<file path="src/rtl/mem_ctrl_pkg.sv">
// Shared definitions for the MEM-stage data-memory access controller:
// FSM state encoding and wait-timer sizing.
package mem_ctrl_pkg;

  typedef enum logic [2:0] {
    ST_IDLE   = 3'd0,
    ST_REQ    = 3'd1,
    ST_DONE   = 3'd2,
    ST_HALTED = 3'd3,
    ST_ERR    = 3'd4
  } state_e;

  localparam int unsigned TIMEOUT_CYCLES_DEF = 15;
  localparam int unsigned WAIT_W             = 4;

endpackage

</file>
<file path="src/rtl/mem_access_ctrl_wait_timer.sv">
// Wait counter for an outstanding data-memory request: synchronous clear,
// count enable, and a terminal-count flag one increment before TERMINAL.
module wait_timer
  import mem_ctrl_pkg::*;
#(
  parameter int unsigned WIDTH    = WAIT_W,
  parameter int unsigned TERMINAL = TIMEOUT_CYCLES_DEF
) (
  input  logic clk_i,
  input  logic rst_ni,
  input  logic clr_i,
  input  logic en_i,
  output logic tc_o
);

  localparam logic [WIDTH-1:0] TC_VAL = WIDTH'(TERMINAL - 1);

  logic [WIDTH-1:0] cnt_q, cnt_d;

  always_comb begin
    cnt_d = cnt_q;
    if (clr_i) begin
      cnt_d = '0;
    end else if (en_i) begin
      cnt_d = cnt_q + WIDTH'(1);
    end
  end

  always_ff @(posedge clk_i) begin
    if (!rst_ni) begin
      cnt_q <= '0;
    end else begin
      cnt_q <= cnt_d;
    end
  end

  // Flags the cycle whose missing ack would make the count reach TERMINAL.
  assign tc_o = (cnt_q == TC_VAL);

endmodule

</file>
<file path="src/rtl/mem_access_ctrl.sv">
// MEM-stage data-memory access controller: issues one registered request per
// load/store, freezes the pipeline until ack, and traps halt/timeout.
module mem_access_ctrl
  import mem_ctrl_pkg::*;
#(
  parameter int unsigned TIMEOUT_CYCLES = TIMEOUT_CYCLES_DEF
) (
  input  logic        clk,
  input  logic        reset,
  input  logic [31:0] MEM_ALU_R,
  input  logic [31:0] MEM_RF_B,
  input  logic        MEM_MemRead,
  input  logic        MEM_MemWrite,
  input  logic        MEM_HALT,
  output logic        dm_req,
  output logic        dm_we,
  output logic [31:0] dm_addr,
  output logic [31:0] dm_wdata,
  input  logic        dm_ack,
  input  logic [31:0] dm_rdata,
  output logic        stall,
  output logic [31:0] MEM_DOUT,
  output logic        dout_valid,
  output logic        halted,
  output logic        bus_err
);

  state_e      state_q, state_d;
  logic        req_q, req_d;
  logic        we_q, we_d;
  logic [31:0] addr_q, addr_d;
  logic [31:0] wdata_q, wdata_d;
  logic [31:0] dout_q, dout_d;
  logic        timer_clr, timer_en, timer_tc;
  logic        access;

  assign access = MEM_MemRead | MEM_MemWrite;

  wait_timer #(
    .WIDTH    (WAIT_W),
    .TERMINAL (TIMEOUT_CYCLES)
  ) u_wait_timer (
    .clk_i  (clk),
    .rst_ni (reset),
    .clr_i  (timer_clr),
    .en_i   (timer_en),
    .tc_o   (timer_tc)
  );

  always_comb begin
    state_d   = state_q;
    req_d     = req_q;
    we_d      = we_q;
    addr_d    = addr_q;
    wdata_d   = wdata_q;
    dout_d    = dout_q;
    timer_clr = 1'b0;
    timer_en  = 1'b0;
    unique case (state_q)
      ST_IDLE: begin
        if (MEM_HALT) begin
          state_d = ST_HALTED;
        end else if (access) begin
          state_d   = ST_REQ;
          req_d     = 1'b1;
          we_d      = MEM_MemWrite;
          addr_d    = MEM_ALU_R;
          wdata_d   = MEM_RF_B;
          timer_clr = 1'b1;
        end
      end
      ST_REQ: begin
        // Ack is tested before the timeout so a last-cycle ack still completes.
        if (dm_ack) begin
          state_d = ST_DONE;
          req_d   = 1'b0;
          if (!we_q) begin
            dout_d = dm_rdata;
          end
        end else if (timer_tc) begin
          state_d = ST_ERR;
          req_d   = 1'b0;
        end else begin
          timer_en = 1'b1;
        end
      end
      ST_DONE:   state_d = ST_IDLE;
      ST_HALTED: state_d = ST_HALTED;
      ST_ERR:    state_d = ST_ERR;
      default:   state_d = ST_IDLE;
    endcase
  end

  always_ff @(posedge clk) begin
    if (!reset) begin
      state_q <= ST_IDLE;
      req_q   <= 1'b0;
      we_q    <= 1'b0;
      addr_q  <= '0;
      wdata_q <= '0;
      dout_q  <= '0;
    end else begin
      state_q <= state_d;
      req_q   <= req_d;
      we_q    <= we_d;
      addr_q  <= addr_d;
      wdata_q <= wdata_d;
      dout_q  <= dout_d;
    end
  end

  assign dm_req     = req_q;
  assign dm_we      = we_q;
  assign dm_addr    = addr_q;
  assign dm_wdata   = wdata_q;
  assign MEM_DOUT   = dout_q;
  assign dout_valid = (state_q == ST_DONE);
  assign halted     = (state_q == ST_HALTED);
  assign bus_err    = (state_q == ST_ERR);
  assign stall      = ((state_q == ST_IDLE) & access & ~MEM_HALT)
                    | (state_q == ST_REQ) | (state_q == ST_ERR);

endmodule
</file>
<file path="config.mk">
export PLATFORM = sky130hd
export DESIGN_NAME = mem_access_ctrl
export DESIGN_NICKNAME = d
export VERILOG_FILES = /design/src/rtl/mem_ctrl_pkg.sv /design/src/rtl/mem_access_ctrl_wait_timer.sv /design/src/rtl/mem_access_ctrl.sv
export SDC_FILE = /design/constraint.sdc
export NUM_CORES = 1
export LEC_CHECK = 0
export ABC_CLOCK_PERIOD_IN_PS = 5100
export CORE_ASPECT_RATIO = 1.4
export CORE_MARGIN = 2
export CORE_UTILIZATION = 44
export CTS_CLUSTER_DIAMETER = 150
export DETAILED_ROUTE_END_ITERATION = 8
export MAX_ROUTING_LAYER = met4
export PLACE_DENSITY_LB_ADDON = 0.05
export SLEW_MARGIN = 40
export SYNTH_ARGS = -nofsm -noshare
export SYNTH_HDL_FRONTEND = slang
export SYNTH_HIERARCHICAL = 1
export SYNTH_SLANG_ARGS = --single-unit
</file>
<file path="constraint.sdc">
create_clock -name clk -period 5.1 [get_ports clk]
set_clock_uncertainty 0.05 [all_clocks]
set_input_delay 1.02 -clock clk [delete_from_list [all_inputs] [get_ports clk]]
set_output_delay 1.02 -clock clk [all_outputs]
set_load 0.01 [all_outputs]
</file>
==> results.py, run 1 <==
metrics = {
    "run_status": {
        "outcome": "finished, final reports clean",
    },
    "worst_setup_path": {
        "crit_slowest_cell": "clkdlybuf4s50_1",
        "path_cells": "clkdlybuf4s50_1 > nor4_2 > o21ai_1 > nand3b_1 > clkdlybuf4s50_1",
        "endpoint_kind": "primary output",
        "rr_endpoint": "dm_wdata[4]",
        "critPathArrivalTime_ps": 2570,
        "r2r_cells": 5,
        "required_ps": 4030,
        "r2r-start": "state_q[2]",
        "crit_path_max_incr_delay_ps": 540,
        "regToRegSetupSlack_ps": 2870,
        "cp_max_fo": 4,
        "crit_type": "input pin to primary output",
        "cp_common_cell": "clkdlybuf4s50_1",
        "cp-start-kind": "input pin",
    },
    "clock_network": {
        "cts_buffers": 9,
        "post_cts_buffers": 0,
        "clkTransAtPathRegs_ps": 70,
        "cts-resized-gates": 0,
        "hold_buffers": 0,
        "clockBufferDepth": 2,
        "cts_tree": "yes",
        "cts_max_level": 3,
        "root_buffer": "clkbuf_16",
        "clock_latency_ps": 340,
        "clock-sinks": 105,
    },
    "place": {
        "hpwlAfterDp_um": 7684,
        "gp_congestion": 0.7716,
        "dpl-instance-area_um2": 6335,
        "io_buffers": 203,
        "place_inst": 777,
        "post-place-ws_ps": 1458,
    },
    "power": {
        "power_frac_seq_pct": 46.1,
        "intPower_uw": 1470,
        "worst_ir_drop_vdd_mv": 0.2135,
        "leakage_uw": 0.002496,
        "swShare_pct": 24.75,
        "pwr_density_cell_nw_per_um2": 293.4,
        "combPwrFrac_pct": 19.0,
        "p_switching_uw": 483.6,
        "clkPwrFrac_pct": 34.9,
    },
    "synth": {
        "netlist_instances": 470,
        "syn-num-nets": 574,
        "async_flop_share_pct": 0,
        "synth_edf_count": 0,
        "yosys_register_bits": 105,
        "avgSynthCellArea_um2": 9.278,
        "syn_area_um2": 4360,
        "yosysTopAreaCellShare_pct": 48.21,
        "ys_seq_area_share_pct": 48.21,
        "yosysUniqueCellTypes": 33,
        "synth_ff_type": "dfxtp_1",
        "netlist_top_cells_area": "dfxtp_1 48%, mux2i_1 22%, nand2_1 17%, buf_12 3.2%, clkbuf_1 1.7%",
        "yosys.area.top_type": "dfxtp_1",
        "ys_warn_count": 6,
    },
    "layout": {
        "post-route-util_pct": 68.00,
        "final_layout_size_suffix_gt1_share_pct": 3.945,
        "postLayoutCellArea_um2": 6659,
        "syn2layout_area_growth_pct": 52.71,
        "stdcell_count": 794,
        "antennaDiodeCount": 0,
        "fin_nets": 758,
        "fillCellCount": 806,
    },
    "global_route": {
        "grt_pass1_wl_um": 16650,
        "grt_max_degree": 156,
        "grt-ovfl-total": 0,
        "antenna_found_initial": 0,
        "grt_pass1_vias": 3662,
        "grt_usage_pct": 20.34,
    },
    "hold_path": {
        "hold_start": "MEM_DOUT[12]",
        "min_path_type": "flop to flop",
        "hold_path_depth": 2,
        "hold_end": "MEM_DOUT[12]",
    },
    "sta": {
        "setup_violations": 0,
        "rsz0062_at_grt": "no",
        "finalWorstSetupSlack_ps": 1461,
        "finalCritPeriodShare_pct": 71.36,
        "slew_viol_final": 0,
        "setup_tns_ps": 0,
        "relSlewSlack_pct": 54.52,
        "hold_violations": 0,
        "period_needed_ps": 3639,
        "fmax_mhz": 274.8,
        "tightestPinTransition_ps": 681.3,
    },
    "floorplanning": {
        "io_pins": 204,
        "core_area_um2": 9792,
        "start_util_pct": 44.53,
        "dieHeight_um": 121.8,
        "die_x_um": 88.14,
        "die_area_um2": 10730,
        "num_rows": 43,
    },
    "routing": {
        "drcViolationCount": 0,
        "drt_iter0_markers": 126,
        "postRouteWirelength_um": 10720,
        "final_antenna_net_count": 0,
        "vias": 3755,
        "detail_route.wl_per_cell_um": 13.50,
        "drt-pass1-iter-count": 4,
        "vias_per_cell": 4.729,
    },
    "job": {
        "cap_viol_max_count": 0,
    },
}
==> area by class of cell <==
type / instances / area (um^2) / share of cell area (%)
clock buffers: 9 / 225.2 / 3.382
clock inverters: 7 / 71.32 / 1.071
inverters: 3 / 12.51 / 0.1879
multi-input cells: 328 / 1979 / 29.73
flip-flops and latches: 105 / 2102 / 31.57
well taps: 135 / 168.9 / 2.537
repair buffers: 207 / 2100 / 31.53
==> synthesized netlist by cell type (2+ instances only) <==
library cell and number:
buf_4 2, nand3b_1 3, buf_6 3, buf_12 7, nor3b_1 4, ha_1 2, clkbuf_1 20, inv_1 2
buf_2 2, a21oi_1 4, nor2_1 4, nand2_1 194, nand2b_1 2, dfxtp_1 105, nor3_1 2, mux2i_1 97
==> power by group through the flow <==
stage | clock network [uW] | logic [uW] | registers, uW
floorplan | 0 | 165 | 940
global placement | 0 | 365 | 917
detailed placement | 0 | 372 | 919
CTS | 701 | 374 | 901
global route | 726 | 401 | 907
finish | 681 | 371 | 901
==> registers in the layout (all words and copies together), names as in the netlist <==
signal	flops
dm_req	1
MEM_DOUT	32
dm_we	1
state_q	3
dm_addr	32
dm_wdata	32
u_wait_timer/cnt_q	4
==> cells by family after synthesis <==
kind of cell,synth area share (%)
simple gates,20.46
flops,48.21
mux,22.27
buf+inv,6.542
compound gates,1.750
fa+ha+maj,0.5738
xor+xnor,0.2009
==> metrics by stage <==
step	hold WS (ps)	total power, uW
2_1_floorplan	419.5	1104
3_5_place_dp	398.9	1291
5_1_grt	426.3	2035
3_3_place_gp	391.5	1282
4_1_cts	410.9	1975
6_report	406.8	1954
==> worst max path at each step <==
stage	from	end	slack (ps)	cells past startpoint
final	MEM_HALT	stall	1460	5
after global routing	MEM_HALT	stall	1330	5
after CTS	MEM_HALT	stall	1450	5
after detailed placement	MEM_HALT	stall	1460	5
after global placement	MEM_HALT	stall	1530	5
after floorplan	MEM_HALT	stall	2500	3
==> critical path: cells and delay by family <==
family	cells	cell delay, ps
AOI/OAI and AO/OA	1	170
buffers and inverters	2	980
and+or+nand+nor	2	400
==> metal layers <==
metal | wire length [um] | track usage [%]
met1 | 4384 | 22.83
met2 | 5233 | 33.57
met3 | 706 | 4.743
met4 | 397 | 10.13
met5 | 0 | -
==> cell usage in the layout, fill, tap and decap left out, drive strengths merged, types with 2 or more instances in the layout <==
cell	synthesis	routed
nor3b	5	5
or3b	2	2
a21oi	4	4
clkbuf	20	9
o21ai	2	2
clkinv	0	4
mux2i	97	97
nor3	2	2
nor2	4	4
buf	14	5
nand3b	3	3
ha	2	2
dfxtp	105	105
nand2	194	194
clkdlybuf4s50	0	202
nand2b	2	2
inv	3	2
clkinvlp	0	3
(Power assumes the default switching activity.)
==> inputs of run 2 (changes only) <==
--- a/config.mk
+++ b/config.mk
@@ -5,10 +5,10 @@
 export SDC_FILE = /design/constraint.sdc
 export NUM_CORES = 1
 export LEC_CHECK = 0
-export ABC_CLOCK_PERIOD_IN_PS = 5100
+export ABC_CLOCK_PERIOD_IN_PS = 2900
 export CORE_ASPECT_RATIO = 1.4
 export CORE_MARGIN = 2
-export CORE_UTILIZATION = 44
+export CORE_UTILIZATION = 37
 export CTS_CLUSTER_DIAMETER = 150
 export DETAILED_ROUTE_END_ITERATION = 8
 export MAX_ROUTING_LAYER = met4
==> constraint.sdc (replaced) <==
create_clock -name clk -period 2.9 [get_ports clk]
set_clock_uncertainty 0.05 [all_clocks]
set_input_delay 0.58 -clock clk [delete_from_list [all_inputs] [get_ports clk]]
set_output_delay 0.58 -clock clk [all_outputs]
set_load 0.01 [all_outputs]
==> run 2 against run 1 <==
  * Setup slack got worse by 1200 ps
  * Combinational power increased by 77%
  * Core utilization is 9.1 points lower
  * Design area is 0.83% higher
  * Largest cell class is now buffers
  * Sequential cell count stayed put
  * Hold slack worse by 3.0 ps
  * Clock power up 88%
  * Via count is 1.8% lower
  * Non-clock buffer count is 2 higher
  * Global-route usage decreased by 2.9 points
==> results.py, run 2 (same netlist as run 1, synthesis figures left out) <==
metrics = {
    "run_status": {
        "outcome": "finished, final reports clean",
    },
    "sta": {
        "relSlewSlack_pct": 52.37,
        "tightestPinTransition_ps": 709.1,
        "hold_violations": 0,
        "rsz0062_at_grt": "no",
        "slew_viol_final": 0,
        "period_needed_ps": 2646,
        "setup_violations": 0,
        "finalCritPeriodShare_pct": 91.23,
        "setup_tns_ps": 0,
        "fmax_mhz": 378.0,
        "finalWorstSetupSlack_ps": 254.3,
    },
    "clock_network": {
        "cts_max_level": 3,
        "post_cts_buffers": 0,
        "cts_tree": "yes",
        "clkTransAtPathRegs_ps": 60,
        "clock_latency_ps": 340,
        "hold_buffers": 0,
        "cts_buffers": 9,
        "clock-sinks": 105,
        "cts-resized-gates": 0,
        "root_buffer": "clkbuf_16",
        "clockBufferDepth": 2,
    },
    "layout": {
        "antennaDiodeCount": 0,
        "fillCellCount": 1005,
        "final_layout_size_suffix_gt1_share_pct": 3.788,
        "fin_nets": 760,
        "final_common_cell": "clkdlybuf4s50_1",
        "final_cell_mix": "202 x clkdlybuf4s50_1, 194 x nand2_1, 105 x dfxtp_1",
        "syn2layout_area_growth_pct": 53.97,
    },
    "power": {
        "worst_ir_drop_vdd_mv": 0.2539,
        "leakage_uw": 0.002523,
        "combPwrFrac_pct": 18.7,
        "intPower_uw": 2699,
        "p_switching_uw": 822.1,
        "finalPower_uw": 3521,
        "power_frac_seq_pct": 45.0,
        "swShare_pct": 23.35,
        "clkPwrFrac_pct": 36.3,
        "pwr_density_cell_nw_per_um2": 524.4,
    },
    "global_route": {
        "grt_pass1_wl_um": 17040,
        "grt-ovfl-total": 0,
        "antenna_found_initial": 0,
        "grt_pass1_vias": 3675,
        "grt_usage_pct": 17.47,
        "grt_max_degree": 89,
    },
    "place": {
        "gp_congestion": 0.7457,
        "post-place-ws_ps": 265.2,
        "hpwlAfterDp_um": 7865,
        "io_buffers": 203,
    },
    "floorplanning": {
        "dieHeight_um": 132.4,
        "num_rows": 46,
        "io_pins": 204,
        "core_area_um2": 11400,
        "die_x_um": 95.75,
        "die_area_um2": 12680,
        "start_util_pct": 38.26,
    },
    "routing": {
        "final_antenna_net_count": 0,
        "postRouteWirelength_um": 10730,
        "vias_per_cell": 4.586,
        "drcViolationCount": 0,
        "drt-pass1-iter-count": 4,
        "vias": 3687,
        "drt_iter0_markers": 100,
        "detail_route.wl_per_cell_um": 13.34,
    },
    "worst_setup_path": {
        "cp-start-kind": "input pin",
        "endpoint_kind": "primary output",
        "critPathArrivalTime_ps": 2020,
        "cp_max_fo": 2,
        "r2r-start": "state_q[0]",
        "crit_type": "input pin to primary output",
        "rr_endpoint": "u_wait_timer/cnt_q[3]",
        "r2r_cells": 4,
        "regToRegSetupSlack_ps": 930,
        "required_ps": 2270,
    },
    "job": {
        "cap_viol_max_count": 0,
    },
    "hold_path": {
        "min_path_type": "flop to flop",
        "hold_end": "dm_wdata[5]",
        "hold_start": "dm_wdata[5]",
        "hold_path_depth": 2,
    },
}
==> run 2: cell type report <==
cell class / instances / area (um^2) / area share, %
clock inverter: 3 / 65.06 / 0.9691
timing repair buffer: 209 / 2128 / 31.70
inverter: 3 / 12.51 / 0.1864
tap: 144 / 180.2 / 2.684
clock buffer: 12 / 246.5 / 3.671
multi-input combinational: 328 / 1979 / 29.48
sequential: 105 / 2102 / 31.31
==> run 2: how the worst max path moves through the flow <==
stage               startpoint     to
floorplan             MEM_HALT  stall
global placement      MEM_HALT  stall
detailed placement    MEM_HALT  stall
CTS                   MEM_HALT  stall
global route          MEM_HALT  stall
finish                MEM_HALT  stall
==> run 2: worst max-delay path: stages <==
cell             delay, ps
clkdlybuf4s50_1        440
nor4_2                 190
o21ai_1                150
nand3b_1               110
clkdlybuf4s50_1        530
==> run 2: power groups by stage <==
stage	sequential (uW)	clock [uW]	combinational, uW
2_1_floorplan	1650	0	289
3_3_place_gp	1610	0	656
3_5_place_dp	1620	0	664
4_1_cts	1590	1330	667
5_1_grt	1600	1380	712
6_report	1590	1280	657
==> run 2: per-stage QoR <==
stage | area (um^2) | hold slack, ps | util [%] | cells
6_report | 6714 | 403.7 | 58.92 | 804
3_3_place_gp | 6402 | 391.1 | 56.18 | 789
3_5_place_dp | 6402 | 397.0 | 56.18 | 789
5_1_grt | 6714 | 422.8 | 58.92 | 804
2_1_floorplan | 4360 | 419.5 | - | 470
4_1_cts | 6714 | 407.1 | 58.92 | 804
==> run 2: per-layer routing <==
metal | vias up | part of all wire (%) | track usage, %
met5 | - | 0 | -
met4 | 0 | 1.4 | 6.190
met3 | 13 | 7.7 | 4.897
met2 | 126 | 50 | 29.49
met1 | 1652 | 41 | 19.40
li1 | 1896 | - | -
